## src/rtl/riscv_pkg.sv

```systemverilog
// Shared RV32 fetch types: NOP encoding, fetch FSM states and the IF/ID payload.
package riscv_pkg;
  localparam int XLEN = 32;
  localparam logic [XLEN-1:0] NOP = 32'h0000_0013;

  typedef enum logic [1:0] {ISSUE, WAIT, HOLD, DISCARD} fetch_state_e;

  typedef struct packed {
    logic [XLEN-1:0] instr;
    logic [XLEN-1:0] pc;
    logic [XLEN-1:0] pc4;
  } ifid_t;

  localparam ifid_t BUBBLE = '{instr: NOP, pc: '0, pc4: '0};
endpackage

```

## src/rtl/fetch_stage_if.sv

```systemverilog
// Instruction-memory request/response bus between fetch and imem.
interface fetch_stage_if;
  import riscv_pkg::*;
  logic            imem_req;
  logic [XLEN-1:0] imem_addr;
  logic            imem_rvalid;
  logic [XLEN-1:0] imem_rdata;

  modport master (output imem_req, imem_addr, input imem_rvalid, imem_rdata);
  modport slave  (input imem_req, imem_addr, output imem_rvalid, imem_rdata);
endinterface

```

## src/rtl/fetch_hold_buf.sv

```systemverilog
// Parks one fetched word while decode is stalled or flushed.
module fetch_hold_buf
  import riscv_pkg::*;
(
  input  logic  clk,
  input  logic  srst,
  input  logic  wr,
  input  logic  clr,
  input  ifid_t wr_data,
  output ifid_t data,
  output logic  valid
);
  always_ff @(posedge clk) begin
    if (srst || clr) valid <= 1'b0;
    else if (wr)     valid <= 1'b1;
  end

  always_ff @(posedge clk) begin
    if (wr) data <= wr_data;
  end
endmodule

```

## src/rtl/fetch_stage.sv

```systemverilog
// IF stage: one outstanding imem request, IF/ID register, redirect handling.
// Optional FETCH_MISALIGN_CHK_EN adds a sticky misaligned-redirect flag.
module fetch_stage
  import riscv_pkg::*;
#(
  parameter logic [XLEN-1:0] RESET_PC = 32'h0000_0000
) (
  input  logic            clk,
  input  logic            srst,
  input  logic            stall_d,
  input  logic            flush_d,
  input  logic            pc_src_e,
  input  logic [XLEN-1:0] pc_target_e,
  fetch_stage_if.master   imem,
  output logic [XLEN-1:0] instr_d,
  output logic [XLEN-1:0] pc_d,
  output logic [XLEN-1:0] pc_plus4_d,
  output logic            misalign_err
);
  fetch_state_e    state, state_nx;
  logic [XLEN-1:0] pc_f, pc_nx, pc_f4;
  ifid_t           ifid, ifid_nx, fetched, hb_data;
  logic            hb_wr, hb_clr, hb_valid;

  assign pc_f4          = pc_f + XLEN'(4);
  assign fetched        = '{instr: imem.imem_rdata, pc: pc_f, pc4: pc_f4};
  assign imem.imem_req  = (state == ISSUE) & ~srst & ~pc_src_e;
  assign imem.imem_addr = pc_f;

  assign instr_d    = ifid.instr;
  assign pc_d       = ifid.pc;
  assign pc_plus4_d = ifid.pc4;

  fetch_hold_buf u_hold_buf (
    .clk     (clk),
    .srst    (srst),
    .wr      (hb_wr),
    .clr     (hb_clr),
    .wr_data (fetched),
    .data    (hb_data),
    .valid   (hb_valid)
  );

  always_ff @(posedge clk) begin
    if (srst) begin
      state <= ISSUE;
      pc_f  <= RESET_PC;
      ifid  <= BUBBLE;
    end else begin
      state <= state_nx;
      pc_f  <= pc_nx;
      ifid  <= ifid_nx;
    end
  end

  always_comb begin
    state_nx = state;
    pc_nx    = pc_f;
    ifid_nx  = ifid;
    hb_wr    = 1'b0;
    hb_clr   = 1'b0;
    case (state)
      ISSUE: if (!pc_src_e) state_nx = WAIT;
      WAIT: begin
        if (pc_src_e) begin
          state_nx = imem.imem_rvalid ? ISSUE : DISCARD;
        end else if (imem.imem_rvalid) begin
          pc_nx = pc_f4;
          if (stall_d || flush_d) begin
            hb_wr    = 1'b1;
            state_nx = HOLD;
          end else begin
            ifid_nx  = fetched;
            state_nx = ISSUE;
          end
        end
      end
      HOLD: begin
        if (pc_src_e) begin
          state_nx = ISSUE;
        end else if (!stall_d && !flush_d) begin
          ifid_nx  = hb_valid ? hb_data : BUBBLE;
          hb_clr   = 1'b1;
          state_nx = ISSUE;
        end
      end
      // The stale response is still in flight; a new redirect only retargets
      // pc_f, leaving is gated purely on that response arriving.
      DISCARD: if (imem.imem_rvalid) state_nx = ISSUE;
      default: state_nx = ISSUE;
    endcase

    if (pc_src_e) begin
      pc_nx  = pc_target_e & {{(XLEN-2){1'b1}}, 2'b00};
      hb_clr = 1'b1;
    end
    if (pc_src_e || flush_d) ifid_nx = BUBBLE;
    else if (stall_d)        ifid_nx = ifid;
  end

`ifdef FETCH_MISALIGN_CHK_EN
  always_ff @(posedge clk) begin
    if (srst) misalign_err <= 1'b0;
    else if (pc_src_e && (pc_target_e[1:0] != 2'b00)) misalign_err <= 1'b1;
  end
`else
  assign misalign_err = 1'b0;
`endif
endmodule

```

## src/flat_wrapper.sv

```systemverilog
// flat-port wrapper written by rule: the top's interface ports become plain ports
module fetch_stage_flat import riscv_pkg::*;
#(
  parameter logic [XLEN-1:0] RESET_PC = 32'h0000_0000
)
  (clk, srst, stall_d, flush_d, pc_src_e, pc_target_e, instr_d, pc_d, pc_plus4_d, misalign_err, imem_imem_req, imem_imem_addr, imem_imem_rvalid, imem_imem_rdata);
  fetch_stage_if imem_i ();
  input  logic clk;
  input  logic srst;
  input  logic stall_d;
  input  logic flush_d;
  input  logic pc_src_e;
  input  logic [XLEN-1:0] pc_target_e;
  output logic [XLEN-1:0] instr_d;
  output logic [XLEN-1:0] pc_d;
  output logic [XLEN-1:0] pc_plus4_d;
  output logic misalign_err;
  output wire logic [$bits(imem_i.imem_req)-1:0] imem_imem_req;
  output wire logic [$bits(imem_i.imem_addr)-1:0] imem_imem_addr;
  input wire logic [$bits(imem_i.imem_rvalid)-1:0] imem_imem_rvalid;
  input wire logic [$bits(imem_i.imem_rdata)-1:0] imem_imem_rdata;
  assign imem_imem_req = imem_i.imem_req;
  assign imem_imem_addr = imem_i.imem_addr;
  assign imem_i.imem_rvalid = imem_imem_rvalid;
  assign imem_i.imem_rdata = imem_imem_rdata;
  fetch_stage #(.RESET_PC(RESET_PC)) u_core (.clk(clk), .srst(srst), .stall_d(stall_d), .flush_d(flush_d), .pc_src_e(pc_src_e), .pc_target_e(pc_target_e), .imem(imem_i), .instr_d(instr_d), .pc_d(pc_d), .pc_plus4_d(pc_plus4_d), .misalign_err(misalign_err));
endmodule
```

## config.mk

```make
export PLATFORM = sky130hd
export DESIGN_NAME = fetch_stage_flat
export DESIGN_NICKNAME = d
export VERILOG_FILES = /design/src/rtl/riscv_pkg.sv /design/src/rtl/fetch_stage_if.sv /design/src/rtl/fetch_hold_buf.sv /design/src/rtl/fetch_stage.sv /design/src/flat_wrapper.sv
export SDC_FILE = /design/constraint.sdc
export NUM_CORES = 1
export LEC_CHECK = 0
export BUFFER_PORTS_ARGS = -buffer_cell sky130_fd_sc_hd__buf_2
export CORE_ASPECT_RATIO = 0.8
export CORE_MARGIN = 3
export CORE_UTILIZATION = 29
export CTS_BUF_LIST = sky130_fd_sc_hd__clkbuf_4 sky130_fd_sc_hd__clkbuf_8
export DETAILED_ROUTE_END_ITERATION = 10
export HOLD_SLACK_MARGIN = 0.1
export PLACE_DENSITY = 0.45
export SETUP_SLACK_MARGIN = 0.15
export SLEW_MARGIN = 15
export SYNTH_ARGS = -nofsm -noshare
export SYNTH_HDL_FRONTEND = slang
export SYNTH_SLANG_ARGS = --single-unit
```

## constraint.sdc

```tcl
create_clock -name clk -period 8.35 [get_ports clk]
set_input_delay 0.4175 -clock clk [delete_from_list [all_inputs] [get_ports clk]]
set_output_delay 0.4175 -clock clk [all_outputs]
set_load 0.02 [all_outputs]
```

[Word level (Yosys, flattened, before mapping)]
Cells that the tools add are included.
Storage, ports and cells
  input bits: 70
  flip-flop bits (word level): 227
  output and inout bits: 130
Operators by class
  reductions and logical operators: 16
  add/sub/neg operators: 1
  mux-type cells: 26
  bitwise logic cells: 5
  equal/unequal tests: 12
Operators with widths (number)
  2-to-1 mux 96 bit: 6
  one-hot mux 96 bit (2 select lines): 1
  2-to-1 mux 32 bit: 3
  adder 32 x 3 -> 32 bit (second input constant): 1
  2-to-1 mux 2 bit: 8
  inequality test 2 bit (second input constant): 6
  one-hot mux 2 bit (4 select lines): 1
  2-to-1 mux 1 bit: 7
  AND reduction 7 bit: 1
  nonzero test 2 bit: 3
  == test 2 bit (second input constant): 2
  AND reduction 2 bit: 2
  AND reduction 4 bit: 1
  OR reduction 2 bit: 2
  logical OR 1 bit: 3
  inequality test 3 x 2 -> 1 bit (second input constant): 1
  inequality test 3 bit (second input constant): 1
  NOT 1 bit: 3
  AND 1 bit: 2
  == test 2 x 1 -> 1 bit (second input constant): 1
  zero test 1 bit: 2
  zero test 2 bit: 1
  inequality test 2 x 1 -> 1 bit (second input constant): 1
  logical AND 1 bit: 1

[Longest topological paths before layout]
Gate-level depths: netlist of run 1.
  word-level depth: 6
  gate-level depth with buffers: 8

[Cells and area by module]
From an unflattened synthesis of run 1, not the netlist that was laid out.
Unflattened totals
  cells, all modules: 965
  area, all modules: 9768.1 um^2
By module, submodules not included
  fetch_stage: cells an instance 866, area each 6851.6 um^2, times used 1, seq. area each 2562.5 um^2
  fetch_hold_buf: cells an instance 99, area each 2916.5 um^2, times used 1, seq. area each 2902.8 um^2

[Worst setup path after synthesis of run 1]
No wires, ideal clock.
  kind: flip-flop to flip-flop
  start: reg u_core.state[0]
  end: reg u_core.u_hold_buf.data[10] (netlist bit), enable pin
  path buffers: 2
  cell stages (with the launch flop): 5
  library setup time: 655 ps
  slack: 478 ps
  period minus slack after synthesis: 7872 ps
  arrival: 7216 ps
  data required time: 7695 ps
  path through: dfxtp_1 -> nand3b_1 -> buf_2 -> buf_1 -> nor3_1
On the way
  longest elaborated chain between the ends: 2
Ends and longest elaborated chain
  from (decl): line fetch_stage.sv:20  | fetch_state_e state, state_nx;
  from (signal assigned): line fetch_stage.sv:50  | state <= state_nx;
  == test 2 x 1 -> 1 bit: line fetch_stage.sv:62  | case (state)
  2-to-1 mux 1 bit: line fetch_stage.sv:62
  named net u_core.hb_wr: line fetch_stage.sv:23  | logic hb_wr, hb_clr, hb_valid;
  to (signal assigned): line fetch_hold_buf.sv:19  | if (wr) data <= wr_data;
  to (decl): line fetch_hold_buf.sv:10  | output ifid_t data,
The timed path passes the listed nets, and every way through them passes these cells.
A chain may end at the register's enable or synchronous reset.

[Worst setup path in the final report of run 1]
  start: in pc_src_e
  end: reg u_core.ifid (netlist bit u_core.instr_d[25])
On the way
  longest elaborated chain between the ends: 2
  elaborated cells on any way between the ends: 5
  those cells by class: eq/ne: 2; reduce/logical: 3
Ends and longest elaborated chain
  from (decl): line flat_wrapper.sv:12  | input logic pc_src_e;
  inequality test 2 bit (no line) or logical OR 1 bit (tied branches)
  AND reduction 7 bit (no line) or OR reduction 2 bit (tied branches)
  to (signal assigned): line fetch_stage.sv:52  | ifid <= ifid_nx;
  to (decl): line fetch_stage.sv:22  | ifid_t ifid, ifid_nx, fetched, hb_data;
Several ways; a longest one is shown, not always the timed one.

==> results of run 1 <==
worst min-delay path, delay by kind of cell:
kind                   cells  cell delay, ns
AO/OA/AOI/OAI              1            0.05
buffers and inverters      1            0.09
AND/OR/NAND/NOR            1            0.08
how the worst min path moves through the flow:
stage | startpoint | endpoint | slack, ns | depth (start not counted)
floorplan | u_core.u_hold_buf.data[14] | u_core.pc_plus4_d[14] | 0.47 | 2
global placement | u_core.instr_d[0] | u_core.instr_d[0] | 0.45 | 2
detailed placement | u_core.instr_d[0] | u_core.instr_d[0] | 0.45 | 2
CTS | pc_target_e[19] | u_core.imem.imem_addr[19] | 0.10 | 3
global route | pc_target_e[15] | u_core.imem.imem_addr[15] | 0.12 | 3
finish | pc_target_e[19] | u_core.imem.imem_addr[19] | 0.15 | 3
power breakdown:
group          total [W]  leakage (nW)  switching [W]  internal (W)
Clock            0.00109         0.444       0.000453      0.000634
Sequential       0.00116          1.87      0.0000331       0.00113
Combinational   0.000161          2.22      0.0000996     0.0000617
repair_timing:
item,4_1_cts,5_1_grt
resized for setup,0,0
hold buffers,45,0
endpoints found under the hold margin,52,0
metrics by stage:
stage / util / worst slack [ns] / power (W) / hold slack, ns
floorplan: - / 0.4782 / 0.001265 / 0.4695
global placement: 0.3343 / 4.188 / 0.001328 / 0.4470
detailed placement: 0.3343 / 4.159 / 0.001329 / 0.4544
CTS: 0.3751 / 4.750 / 0.002458 / 0.1011
global route: 0.3751 / 4.424 / 0.002524 / 0.1235
finish: 0.3753 / 4.753 / 0.002408 / 0.1518
registers in the layout (all words and copies together), names as in the netlist:
register and count:
u_core.u_hold_buf.data 92, u_core.pc_plus4_d 30, u_core.instr_d 32, u_core.imem.imem_addr 30, u_core.pc_d 30, u_core.state 2, u_core.u_hold_buf.valid 1
layout by cell type, fill, tap and decap left out, drive strengths merged, types with 4 or more instances in the layout:
cell type and n:
buf 201, dfxtp 125, nand2 122, nor2 114
edfxtp 92, nand3 87, a311oi 65, clkbuf 63
dlygate4sd3 45, xor2 29, a21oi 27, nor3 25
o21ai 23, xnor2 21, a211oi 16, nand4 15
nor4 13, a221oi 10, o211ai 9, conb 7
or2 7, o21ba 6, or3 6, clkinv 5
nand3b 4, inv 4, and3 4
layout make-up:
| cell class | count | area [µm²] | share of cell area |
|---|---|---|---|
| diodes | 2 | 5.005 | 0.0004196 |
| repair buffers | 246 | 1484 | 0.1244 |
| well taps | 420 | 525.5 | 0.04406 |
| inverters | 5 | 18.77 | 0.001573 |
| clock inverters | 8 | 91.34 | 0.007658 |
| clock buffers | 63 | 754.5 | 0.06325 |
| multi-input cells | 641 | 3780 | 0.3169 |
| flip-flops and latches | 217 | 5269 | 0.4417 |
routing by layer:
metal,vias up,GRT usage
li1,3862,-
met1,3673,0.2483
met2,235,0.2425
met3,44,0.04551
met4,2,0.04248
met5,-,0
cells by family (layout without fill, tap and decap cells):
kind of cell / count (synthesis) / in the layout / share of synthesized area
XOR/XNOR: 50 / 50 / 0.04639
other: 1 / 9 / 0.0003973
multiplexers: 3 / 3 / 0.003181
AO/OA/AOI/OAI: 169 / 169 / 0.1339
flip-flops: 217 / 217 / 0.5578
buffers and inverters: 102 / 322 / 0.04825
adder cells (fa/ha/maj): 1 / 1 / 0.001325
AND/OR/NAND/NOR: 411 / 411 / 0.2088
==> flow_summary_export.csv, run 1 <==
group,metric,value,unit
placed_design,dpl.cell_count,1484,
final_layout,final_cells,1602,
floorplanning,ios,200,
floorplanning,die_h,167.4,µm
critical_path,max_stage_delay,0.89,ns
sta,finClkSkew,0.02222,ns
final_layout,final_area,11930,µm²
critical_path,startpoint_type,"input pin",
critical_path,cpMostUsedCell,"buf_4",
synth,yosysSeqAreaShare,0.5578,
synth,syn_avg_cell_area,9.894,µm²
cts,cts_buffers,40,
synth,ys.flop_type,"dfxtp_1",
min_path,hold_path.class,"in -> reg",
final_layout,nets,1222,
synth,yosysUniqueCellTypes,62,
placed_design,place_area,10630,µm²
cts,cts_root_buf,"clkbuf_8",
critical_path,cp_top_family,"buffers and inverters",
sta,clock.fmax,278.0,MHz
critical_path,r2r_end,"u_core.instr_d[25]",
detailed_routing,routed_wl,30270,µm
placed_design,dpl.hpwl,18630,µm
synth,syn_area,9439,µm²
synth,synth-seq-cells,217,
synth,yosys-top-cells-count,"dfxtp_1 (125), nand2_1 (122), nor2_1 (113)",
detailed_routing,dr_wl_met2,12500,µm
cts,insertion_delay,0.55,ns
run_status,outcome,"finished, final reports clean",
pwr,peakVddDrop,0.1253,mV
placed_design,place_congestion,0.7586,
pwr,power_leakage,4.538,nW
critical_path,path_class,"in -> reg",
floorplanning,die_x,207.7,µm
global_routing,grt_max_degree,88,
critical_path,arrival,4.03,ns
detailed_routing,via_count,7816,
critical_path,cp_num_cells,7,
synth,yosysTopAreaCellShare,0.2927,
final_layout,syn_to_final_growth,26.37,%
floorplanning,die-area,34760,µm²
critical_path,worst-path-buf-inv,3,
critical_path,crit_start,"pc_src_e",
critical_path,worstPathCellList,"buf_2 > nor3_2 > a21boi_4 > buf_4 > buf_4 > nor2_1 > a311oi_1",
sta,hold_viol,0,
detailed_routing,met1Wirelength,15090,µm
detailed_routing,vias_per_cell,4.879,
sta,worst_pin_slew,1.034,ns
global_routing,grt_pass1_vias,7456,
detailed_routing,drt_first_pass_iters,5,
detailed_routing,antenna_left,0,
sta,setup_tns,0,ns
critical_path,slowest_stage,"a21boi_4",
synth,synthArstFlopShare,0,
synth,yosysWarnings,0,
detailed_routing,met3WireLength,2103,µm
sta,setup_viol,0,
floorplanning,start_util,0.2970,
sta,fin_crit_sh,0.4308,
job,maxCapViolCount,0,
floorplanning,rows,58,
detailed_routing,highest_layer,"met5",
placed_design,numPortBuffers,190,
cts,clockBufferDepth,3,
detailed_routing,drtIter0Drc,404,
pwr,power_density,201.9,nW/µm²
floorplanning,core,31790,µm²
synth,synth_edf_count,92,
cts,postCtsSetupBuffers,0,
critical_path,cp_max_fo,87,
critical_path,endpoint,"u_core.instr_d[25]",
synth,syn_inst,954,
critical_path,reg2reg_depth,6,
global_routing,gr-usage-all-layers,0.1679,
synth,synth_top_area_cell,"edfxtp_1",
sta,fin_crit,3.597,ns
cts,cts.sinks,217,
final_layout,fill_cells,3254,
cts,clk_pin_slew,0.06,ns
detailed_routing,drc,0,
cts,cts_tree,"built",
critical_path,end_kind,"flip-flop",
critical_path,rrSetupSlack,4.94,ns
cts,cts.htree.levels,2,
critical_path,cp_data_required_time,8.79,ns
sta,slew_viol_final,0,
global_routing,gr-total-overflow,0,
sta,rsz0062_at_grt,"no",
global_routing,antenna_found_initial,1,
sta,worst_slew_margin_rel,0.3109,
detailed_routing,wl_per_cell,18.89,µm
synth,synth_most_common_cell,"dfxtp_1",
critical_path,r2r-start,"u_core.state[0]",
global_routing,grt_pass1_wl,45890,µm
final_layout,drive_gt1_frac,0.2576,
synth,synthTopCellsByArea,"edfxtp_1 (29%), dfxtp_1 (27%), a311oi_1 (6.0%), nand2_1 (4.9%), nand3_1 (4.6%)",
No activity file was read; power rests on OpenSTA's default activity.
==> run 2: changes to the inputs <==
--- a/config.mk
+++ b/config.mk
@@ -5,6 +5,7 @@
 export SDC_FILE = /design/constraint.sdc
 export NUM_CORES = 1
 export LEC_CHECK = 0
+export ABC_AREA = 1
 export BUFFER_PORTS_ARGS = -buffer_cell sky130_fd_sc_hd__buf_2
 export CORE_ASPECT_RATIO = 0.8
 export CORE_MARGIN = 3
@@ -12,7 +13,7 @@
 export CTS_BUF_LIST = sky130_fd_sc_hd__clkbuf_4 sky130_fd_sc_hd__clkbuf_8
 export DETAILED_ROUTE_END_ITERATION = 10
 export HOLD_SLACK_MARGIN = 0.1
-export PLACE_DENSITY = 0.45
+export PLACE_DENSITY = 0.44
 export SETUP_SLACK_MARGIN = 0.15
 export SLEW_MARGIN = 15
 export SYNTH_ARGS = -nofsm -noshare
==> constraint.sdc (replaced) <==
create_clock -name clk -period 3.8 [get_ports clk]
set_input_delay 0.19 -clock clk [delete_from_list [all_inputs] [get_ports clk]]
set_output_delay 0.19 -clock clk [all_outputs]
set_load 0.02 [all_outputs]
==> run 2 against run 1 <==
First-iteration DRC count up 12%. Clock skew up 0.024 ns. Core utilization up 1.2 points. Critical path type unchanged.
==> flow_summary_export.csv, run 2 <==
group,metric,value,unit
cts,insertion_delay,0.56,ns
critical_path,end_kind,"flip-flop",
critical_path,rrSetupSlack,1.35,ns
synth,yosysWarnings,0,
cts,cts.htree.levels,2,
synth,synth_most_common_cell,"nand2_1",
global_routing,grt_pass1_wl,48070,µm
min_path,min_path_cells,2,
synth,syn_avg_cell_area,8.897,µm²
detailed_routing,vias_per_cell,4.711,
floorplanning,start_util,0.2993,
critical_path,path_class,"in -> reg",
sta,finClkSkew,0.04578,ns
final_layout,syn_to_final_growth,29.52,%
sta,rsz0062_at_grt,"no",
global_routing,grt_pass1_vias,7993,
placed_design,dpl_worst_slack,1.117,ns
min_path,hold_path.class,"in -> reg",
critical_path,worst-path-buf-inv,6,
synth,synth_edf_count,92,
synth,yosysTopAreaCellShare,0.2989,
pwr,peakVddDrop,0.2235,mV
critical_path,cp_max_fo,64,
final_layout,multi_input_area,3452,µm²
global_routing,antenna_found_initial,0,
detailed_routing,drt_first_pass_iters,5,
sta,setup_viol,0,
floorplanning,die_h,165.7,µm
detailed_routing,routed_wl,30530,µm
cts,clockBufferDepth,3,
sta,fin_ws,1.190,ns
critical_path,cp_top_family,"buffers and inverters",
critical_path,arrival,3.06,ns
synth,synthTopCellsByArea,"edfxtp_1 (30%), dfxtp_1 (27%), nand2_1 (11%), a31oi_1 (6.5%), o21ai_0 (5.1%)",
critical_path,worstPathCellList,"dlygate4sd3_1 > buf_2 > nor2_1 > inv_1 > nor2_1 > nand2_1 > buf_4 > inv_4 > buf_4 > o21ai_0 > a31oi_1",
pwr,total_power,0.005231,W
synth,synth-seq-cells,217,
cts,cts_tree,"built",
final_layout,largest-register,"u_core.u_hold_buf.data",
critical_path,reg2reg_depth,8,
sta,worst_pin_slew,1.156,ns
sta,worst_slew_margin_rel,0.2295,
detailed_routing,antenna_left,0,
synth,syn_inst,1039,
min_path,hold_end,"u_core.imem.imem_addr[19]",
global_routing,gr-total-overflow,0,
detailed_routing,drtIter0Drc,451,
sta,hold_slack,0.1771,ns
synth,synthArstFlopShare,0,
synth,yosysSeqAreaShare,0.5696,
sta,setup_tns,0,ns
synth,yosysUniqueCellTypes,31,
cts,cts.sinks,217,
detailed_routing,via_count,8093,
sta,fin_crit_sh,0.6868,
sta,hold_viol,0,
placed_design,dpl.hpwl,19390,µm
floorplanning,rows,57,
floorplanning,core,30880,µm²
critical_path,cp_num_cells,11,
final_layout,most-common-layout-cells,"nand2_1 (262), buf_2 (190), dfxtp_1 (124), a31oi_1 (96), o21ai_0 (94)",
min_path,hp-start,"srst",
cts,cts_buffers,39,
detailed_routing,wl_per_cell,17.77,µm
synth,yosys-top-cells-count,"nand2_1 (262), dfxtp_1 (125), a31oi_1 (96)",
cts,cts.repair.resized,0,
job,maxCapViolCount,0,
critical_path,r2r-start,"u_core.state[0]",
placed_design,place_congestion,0.7818,
critical_path,startpoint_type,"input pin",
detailed_routing,drc,0,
floorplanning,die-area,34070,µm²
final_layout,fin_util,0.3877,
pwr,power_leakage,4.897,nW
global_routing,grt_max_degree,92,
final_layout,diodes,0,
critical_path,r2r_end,"u_core.instr_d[26]",
synth,synth_top_area_cell,"edfxtp_1",
critical_path,cp_data_required_time,4.25,ns
critical_path,max_stage_delay,0.55,ns
final_layout,regArea,5269,µm²
final_layout,fill_cells,3168,
sta,fin_crit,2.610,ns
cts,clk_pin_slew,0.06,ns
cts,cts_root_buf,"clkbuf_8",
sta,slew_viol_final,0,
synth,ys.flop_type,"dfxtp_1",
floorplanning,ios,200,
final_layout,largest_register_ffs,92,
pwr,power_density,436.9,nW/µm²
critical_path,slowest_stage,"dlygate4sd3_1",
global_routing,gr-usage-all-layers,0.1790,
run_status,outcome,"finished, final reports clean",
floorplanning,die_x,205.6,µm
synth,syn_area,9244,µm²
final_layout,drive_gt1_frac,0.2360,
final_layout,nets,1348,
placed_design,numPortBuffers,190,
final_layout,mostFrequentLayoutCell,"nand2_1",
sta,clock.fmax,383.1,MHz
[run 2: layout make-up]
class                   count  area share
clock buffers              64     0.06103
clock inverters             5    0.004703
inverters                  56     0.01787
multi-input cells         694      0.2883
flip-flops and latches    217      0.4401
well taps                 413     0.04316
repair buffers            269      0.1448
[run 2: worst register-to-register path, delay by kind of cell (launching register included)]
family	cells	cell delay (ns)
and+or+nand+nor	3	0.48
AOI/OAI and AO/OA	2	0.26
DFF	1	0.41
buffers and inverters	3	1.20
[run 2: cell families (layout without fill, tap and decap cells)]
group | count (synthesis) | after routing | share of synthesized area
AO/OA/AOI/OAI | 259 | 259 | 0.1539
buffers and inverters | 134 | 394 | 0.06145
adder cells (fa/ha/maj) | 1 | 1 | 0.001353
flip-flops | 217 | 217 | 0.5696
XOR/XNOR | 14 | 14 | 0.01895
other | 1 | 7 | 0.0004057
AND/OR/NAND/NOR | 413 | 413 | 0.1944
[run 2: power breakdown]
group	switching [W]	internal [W]	leakage (nW)
registers	0.0000598	0.00248	1.85
logic	0.000272	0.000153	2.63
clock network	0.000981	0.00128	0.421
[run 2: repair_timing]
item / CTS / global route
setup buffers: 0 / 0
hold buffers: 66 / 0
hold endpoints to repair: 98 / 0
[run 2: worst max path at each step]
stage / to / from / slack (ns)
after floorplan: u_core.u_hold_buf.valid / u_core.state[0] / 0.54
after global placement: u_core.pc_d[21] / flush_d / 1.11
after detailed placement: u_core.pc_d[24] / flush_d / 1.12
after CTS: u_core.instr_d[26] / flush_d / 1.16
after global routing: u_core.pc_d[10] / flush_d / 0.89
final: u_core.instr_d[26] / flush_d / 1.19
[run 2: metrics by stage]
stage	cell area, µm²	instances
floorplan	9278	1045
global placement	10530	1583
detailed placement	10530	1583
CTS	11970	1718
global route	11970	1718
finish	11970	1718
[run 2: metal layers]
metal	track usage	wire [µm]
met4	0.04099	426
met3	0.03454	1564
met1	0.2789	16050
met5	0	0
met2	0.2538	12490
